===== src/rtl/bist_response_analyzer.sv =====
// ============================================================================
// bist_response_analyzer
//
// Response-side partner of the BIST controller. While the controller holds
// `running`, the CUT response word is folded into a multiple-input signature
// register (MISR) and the compaction cycles are counted. On `finish` the
// block spends one cycle in EVAL comparing the signature and cycle count
// against their golden values. It then holds a pass/fail verdict until the
// next `init` or reset.
//
// Parameters
//   WIDTH       CUT response width and MISR width (>= 2)
//   POLY        MISR feedback mask, applied when the MISR MSB shifts out
//   SEED        MISR value loaded on reset and on init
//   GOLDEN      expected final signature
//   EXP_CYCLES  expected number of running cycles per run
//   CW          cycle counter width, derived from EXP_CYCLES (do not override)
//
// Ports
//   clk_i          clock, rising edge
//   reset_i        asynchronous reset, active low
//   init_i         controller init strobe (highest priority, any state)
//   running_i      controller compaction-enable level
//   finish_i       controller end-of-run strobe
//   cut_out_i      CUT response word, sampled when running_i = 1
//   busy_o         run in progress (ARMED, COMPACT or EVAL), decoded from state
//   done_o         verdict valid, held
//   pass_o         verdict pass, held
//   fail_o         verdict fail, held
//   proto_err_o    sticky protocol violation flag for the current run
//   signature_o    current MISR contents
//   cycle_count_o  saturating compaction cycle counter
//
// State      | meaning
// -----------+-----------------------------------------------------------
// S_IDLE     | out of reset, no run armed; running/finish are protocol errors
// S_ARMED    | init seen, waiting for the first running cycle or finish
// S_COMPACT  | compacting; gaps in running are allowed
// S_EVAL     | single cycle that computes the verdict
// S_DONE     | verdict, signature and count held until init or reset
// ============================================================================
module bist_response_analyzer #(
    parameter int              WIDTH      = 16,
    parameter logic [WIDTH-1:0] POLY      = 16'hB400,
    parameter logic [WIDTH-1:0] SEED      = '0,
    parameter logic [WIDTH-1:0] GOLDEN    = '0,
    parameter int              EXP_CYCLES = 651,
    parameter int              CW         = $clog2(EXP_CYCLES + 1) + 1
) (
    input  logic             clk_i,
    input  logic             reset_i,
    input  logic             init_i,
    input  logic             running_i,
    input  logic             finish_i,
    input  logic [WIDTH-1:0] cut_out_i,
    output logic             busy_o,
    output logic             done_o,
    output logic             pass_o,
    output logic             fail_o,
    output logic             proto_err_o,
    output logic [WIDTH-1:0] signature_o,
    output logic [CW-1:0]    cycle_count_o
);

    localparam logic [2:0] S_IDLE    = 3'd0;
    localparam logic [2:0] S_ARMED   = 3'd1;
    localparam logic [2:0] S_COMPACT = 3'd2;
    localparam logic [2:0] S_EVAL    = 3'd3;
    localparam logic [2:0] S_DONE    = 3'd4;

    localparam logic [CW-1:0] CNT_MAX = '1;
    localparam logic [CW-1:0] EXP_CNT = CW'(EXP_CYCLES);

    logic [2:0]       state_q, state_d;
    logic [WIDTH-1:0] misr_q,  misr_d;
    logic [CW-1:0]    count_q, count_d;
    logic             done_q,  done_d;
    logic             pass_q,  pass_d;
    logic             fail_q,  fail_d;
    logic             perr_q,  perr_d;

    logic [WIDTH-1:0] misr_step;
    logic [CW-1:0]    count_step;
    logic             verdict_ok;
    logic             compact;

    // One MISR shift: the bit leaving the MSB selects the feedback mask, and
    // the whole response word is XORed in on the same cycle.
    assign misr_step  = {misr_q[WIDTH-2:0], 1'b0}
                      ^ (misr_q[WIDTH-1] ? POLY : '0)
                      ^ cut_out_i;

    // Saturate so an overlong run can never wrap back onto EXP_CYCLES.
    assign count_step = (count_q == CNT_MAX) ? count_q : count_q + CW'(1);

    assign verdict_ok = (misr_q == GOLDEN) && (count_q == EXP_CNT) && !perr_q;

    always_comb begin
        state_d = state_q;
        misr_d  = misr_q;
        count_d = count_q;
        done_d  = done_q;
        pass_d  = pass_q;
        fail_d  = fail_q;
        perr_d  = perr_q;
        compact = 1'b0;

        if (init_i) begin
            // init wins over everything, including a simultaneous running.
            state_d = S_ARMED;
            misr_d  = SEED;
            count_d = '0;
            done_d  = 1'b0;
            pass_d  = 1'b0;
            fail_d  = 1'b0;
            perr_d  = 1'b0;
        end else begin
            case (state_q)
                S_IDLE: begin
                    if (running_i || finish_i) begin
                        perr_d = 1'b1;
                    end
                end
                S_ARMED, S_COMPACT: begin
                    if (running_i) begin
                        compact = 1'b1;
                        state_d = S_COMPACT;
                    end
                    // finish with running still compacts that last word, but
                    // the overlap itself is a protocol violation.
                    if (finish_i) begin
                        state_d = S_EVAL;
                        if (running_i) begin
                            perr_d = 1'b1;
                        end
                    end
                end
                S_EVAL: begin
                    pass_d  = verdict_ok;
                    fail_d  = !verdict_ok;
                    done_d  = 1'b1;
                    state_d = S_DONE;
                end
                S_DONE: begin
                    if (running_i) begin
                        perr_d = 1'b1;
                    end
                end
                default: begin
                    state_d = S_IDLE;
                end
            endcase
        end

        if (compact) begin
            misr_d  = misr_step;
            count_d = count_step;
        end
    end

    always_ff @(posedge clk_i or negedge reset_i) begin
        if (!reset_i) begin
            state_q <= S_IDLE;
            misr_q  <= SEED;
            count_q <= '0;
            done_q  <= 1'b0;
            pass_q  <= 1'b0;
            fail_q  <= 1'b0;
            perr_q  <= 1'b0;
        end else begin
            state_q <= state_d;
            misr_q  <= misr_d;
            count_q <= count_d;
            done_q  <= done_d;
            pass_q  <= pass_d;
            fail_q  <= fail_d;
            perr_q  <= perr_d;
        end
    end

    assign busy_o        = (state_q == S_ARMED) || (state_q == S_COMPACT) ||
                           (state_q == S_EVAL);
    assign done_o        = done_q;
    assign pass_o        = pass_q;
    assign fail_o        = fail_q;
    assign proto_err_o   = perr_q;
    assign signature_o   = misr_q;
    assign cycle_count_o = count_q;

endmodule

===== config.mk =====
export PLATFORM = sky130hd
export DESIGN_NAME = bist_response_analyzer
export DESIGN_NICKNAME = d
export VERILOG_FILES = /design/src/rtl/bist_response_analyzer.sv
export SDC_FILE = /design/constraint.sdc
export NUM_CORES = 1
export LEC_CHECK = 0
export ABC_CLOCK_PERIOD_IN_PS = 2000
export CORE_MARGIN = 2
export CORE_UTILIZATION = 47
export DETAILED_ROUTE_END_ITERATION = 8
export PLACE_DENSITY_LB_ADDON = 0.05
export SETUP_SLACK_MARGIN = 0.3
export SLEW_MARGIN = 40
export SYNTH_ARGS = -nofsm -noshare
export SYNTH_HDL_FRONTEND = slang
export SYNTH_SLANG_ARGS = --single-unit

===== constraint.sdc =====
create_clock -name clk_i -period 2 [get_ports clk_i]
set_clock_uncertainty 0.2 [all_clocks]
set_input_delay 0.4 -clock clk_i [delete_from_list [all_inputs] [get_ports clk_i]]
set_output_delay 0.4 -clock clk_i [all_outputs]
set_load 0.01 [all_outputs]

# Word level (Yosys, flattened, before mapping)
# Cells that the tools add are included.
# word_totals
register_bits,34
in_bits,21
out_inout_bits,32
elab_cells,62
# op_classes
addsub,1
n_eq_ne,11
mux,24
bitwise_logic,2
n_reduce_logical,17
# op_table
operator,count
$mux 16,3
$mux 11,3
$xor 16x16->16,2
$logic_not 16->1,1
$mux 1,13
$add 11x1->11 const B,1
$eq 11x10->1 const B,1
$eq 11x11->1 const B,1
$mux 3,3
$pmux 3 s3,1
$eq 3x2->1 const B,2
$ne 3x3->1 const B,2
$ne 4x4->1 const B,1
$reduce_and 2->1,2
$reduce_bool 2->1,2
$reduce_bool 4->1,1
$reduce_or 2->1,2
$eq 3x1->1 const B,1
$eq 3x3->1 const B,1
$logic_not 3->1,1
$logic_or 1x1->1,3
$pmux 1 s3,1
$reduce_and 3->1,1
$logic_and 1x1->1,2
other kinds (3),4

# Longest topological paths before layout
# depth
word_depth,6
depth_mapped,7
ltp_nobuf,6

# Least setup slack after synthesis
# No wires, ideal clock.
# synth_timing
path_kind,register to register
start,reg misr_q[15] (netlist: signature_o[15])
end,reg fail_q (netlist: fail_o)
setup_time_ns,0.120
t_arrival_ns,1.520
required_time_ns,1.680
slack_ns,0.159
path_stages_with_launch,7
path_buffers,0
synth_period_minus_slack_ns,1.841
path_cell_list,dfrtp_1 > inv_1 > ha_1 > nor4bb_1 > nand4_1 > or3_1 > o211a_1
# synth_via
elab_chain_len,6
# synth_lines
element,line,text
start: declaration,75,"logic [WIDTH-1:0] misr_q, misr_d;"
start signal: assignment,172,misr_q <= misr_d;
$logic_not 16->1,96,assign verdict_ok = (misr_q == GOLDEN) && (count_q == EXP_CNT) && !perr_q;
$logic_and 1x1->1 (2 in series),96,
$logic_not 1->1,140,fail_d = !verdict_ok;
$mux 1,118,case (state_q)
$mux 1,108,if (init_i) begin
end signal: assignment,176,fail_q <= fail_d;
end: declaration,79,"logic fail_q, fail_d;"
# No other way between the ends. The select of a mux whose other input is x is not followed.
# A chain may end at the register's enable or synchronous reset.

# Final worst setup path
# layout_timing
start,reg count_q[0] (netlist: cycle_count_o[0])
end,reg count_q[8] (netlist: cycle_count_o[8])
# layout_via
elab_chain_len,3
elab_cells_between_ends,6
cone_classes,1 x add/sub; 2 x eq/ne; 2 x mux; 1 x reduce/logical
# layout_lines
element,line,text
start: declaration,76,"logic [CW-1:0] count_q, count_d;"
start signal: assignment,173,count_q <= count_d;
$add 11x1->11 or $eq 11x11->1 (tied branches),94,assign count_step = (count_q == CNT_MAX) ? count_q : count_q + CW'(1);
$mux 11 or $ne 2x2->1 (tied branches),-,
$mux 11 or $reduce_and 2->1 (tied branches),-,
# Several ways; a longest one is shown, not always the timed one. The select of a mux whose other input is x is not followed.

==> run metrics <==
status=finished, final reports clean; CP max stage delay=0.43 ns; clock transition at the registers of the reported paths=0.07 ns; worst reg2reg path depth=8; FMAX=514 MHz; # Max-Cap Violations=0; Die Width=66.1 um; drt first pass iters=5; via count=2077; Synth top area share=47.0%; critical path arrival=1.93 ns; n_diodes=0; die area=0.00436 mm^2; Skew-Pair Late Insertion Delay=0.29 ns; first-pass GRT wire length=9200 um; crit-path cells=ha_4 -> buf_4 -> and4_1 -> nand4_1 -> buf_4 -> buf_6 -> nor3_2 -> o21ai_1; TritonCTS clock tree=yes; min Tclk post-route=1.95 ns; top fanout value on the critical path=4; GRT Total Usage=28.4%; Crit. End Element=register; worst slew pin tran=0.437 ns; final hold viol count=0; Fillers=186; vias in the first global route=1938; I/O Pins=53; drt total wl=6830 um; CTS root buf=clkbuf_8; TritonCTS Buffers=5; DRC viols=0; pwr dens=711 mW/mm^2; total gr overflow=0; wire length per cell=19.6 um; Syn-to-layout area delta=76.8%; Multi-input gate area=0.00112 mm^2; CTS HTree Levels=2; Ys Warns=0; GP Congestion=0.894; maximum VDD drop=0.425 mV; Seq. cell area=862 um^2; HP Class=input port to asynchronous set/reset pin; Rows=22; IO Port Bufs=52; Final Setup Violations=0; cell count after synthesis=190; clk sink count=34; slew margin rel.=70.9%; DR vias/cell=5.95; Setup Crit Path Kind=register to register; Antenna Nets Post-Route=0; Max Slew Vio Count=0; Synth Net Count=213; Critical-path top delay cell=dfrtp_1; die height=66.1 um; Hold WS=0.326 ns; largest net degree at the start of global routing=35; Cell Area, Synth=0.00181 mm^2; Synth area leader=dfrtp_1; Critical Path Start Type=register; LEAKAGE=1.45 nW; initial antenna violation count=0; total power=2.28 mW; post-synthesis register bit count=34; Final Non-Filler Cells=349; placed insts=294; RSZ-0062 raised after global routing=true; share of cells above drive strength 1=39.5%; Starting Density=49.1%; Post-Syn Area per Cell=9.53 um^2; Yosys cell types=40; Crit path required time=1.98 ns; crit-path most repeated cell=buf_4; Seq/Total Area, Yosys=47.0%; First DRT Iteration DRCs=215; Nets=324; commonest non-fill, non-tap cell in the layout=buf_4; most frequent cells in the layout=buf_4 (40), dlygate4sd2_1 (29), dfrtp_1 (25); Post-DP HPWL=3320 um; cells taking the most area after synthesis=dfrtp_1 (47%), xnor2_1 (7.7%), a211oi_1 (6.2%), nor2_1 (4.1%), a21oi_1 (3.9%); core area=0.00369 mm^2; clock buffer depth=2; Tcrit/Tclk final=97.4%
==> cells in the mapped netlist <==
library cell and n:
a211oi_1 15, o21ai_1 1, inv_1 10, and4_1 1, xor2_1 2, or4_1 5
and3_1 1, a21o_1 1, xor2_2 1, nor4bb_1 1, o211a_1 1, nand2b_1 1
dfrtp_1 34, xnor2_1 16, and2b_1 1, a31oi_1 2, o21bai_1 1, o311a_1 1
o31ai_1 5, nor2_1 20, and3b_1 1, or3_1 2, o21ai_0 7, nand4_2 1
clkbuf_1 5, nor4b_1 1, a21oi_1 14, nand2_2 1, nor4_2 1, nand3b_1 1
nor2b_1 1, nor3_1 3, nand3_1 2, buf_6 1, buf_2 2, nand4_1 5
and2_1 3, nand2_1 13, nor4_1 4, ha_1 2
==> power by group <==
group	internal (mW)	switching [mW]
registers	0.760	0.0768
logic	0.508	0.445
clock network	0.240	0.247
total	1.51	0.769
==> state kept, by name, indices dropped and copies added, names as in the netlist <==
name and flops:
cycle_count_o 11, done_o 1, fail_o 1, pass_o 1, proto_err_o 1, signature_o 16, state_q 3
==> cells by family (layout without fill, tap and decap cells) <==
| family | after synthesis | in the layout | synth area share, % |
|---|---|---|---|
| xor gates and xnor gates | 19 | 19 | 9.61 |
| DFF | 34 | 34 | 47.0 |
| AOI/OAI and AO/OA | 48 | 48 | 17.0 |
| and+or+nand+nor | 69 | 69 | 20.7 |
| buffers and inverters | 18 | 129 | 4.29 |
| adders and majority gates | 2 | 2 | 1.38 |
==> final timing paths <==
| check | startpoint | endpoint | slack (ns) |
|---|---|---|---|
| max reg2reg | cycle_count_o[0] | cycle_count_o[8] | 0.05 |
| min reg2reg | done_o | done_o | 0.33 |
| min | reset_i | proto_err_o | 0.33 |
| max | cycle_count_o[0] | cycle_count_o[8] | 0.05 |
| min in group clk_i | done_o | done_o | 0.33 |
| max in group asynchronous | reset_i | cycle_count_o[2] | 0.94 |
==> critical path: cells and delay by family (launching register included) <==
family          cells  cell delay, ns
simple gates        3            0.57
buf+inv             3            0.41
flops               1            0.43
fa+ha+maj           1            0.16
compound gates      1            0.07
==> cell type report <==
| cell class | count | share of cell area (%) |
|---|---|---|
| timing repair buffer | 112 | 32.6 |
| sequential | 34 | 26.9 |
| tap | 48 | 1.88 |
| clock buffer | 7 | 2.38 |
| inverter | 10 | 1.17 |
| multi-input combinational | 138 | 35.0 |
==> layer usage <==
metal  wire (um)  GRT usage, %  vias to the layer above
met5           0             0                        -
met4         236          12.2                        0
met3         587          6.13                       22
met2        3410          48.2                      116
met1        2590          34.7                     1036
li1            -             -                      903
==> through the flow <==
stage	cell area (um^2)	util, %	setup WS [ns]	setup TNS, ns
global placement	2490	67.4	-0.187	-1.50
CTS	3020	81.8	0.126	0
detailed placement	2490	67.4	-0.259	-2.41
finish	3200	86.8	0.0527	0
floorplan	1840	-	0.222	0
global route	3200	86.8	-0.0416	-0.0633
==> what timing repair did <==
item | 4_1_cts | 5_1_grt
resized for setup | 75 | 37
buffers inserted | 39 | 7
gates cloned | 1 | 1
hold buffers | 0 | 0
pin swaps | 15 | 14
setup endpoints to repair | 57 | 35
(Power assumes the default switching activity.)
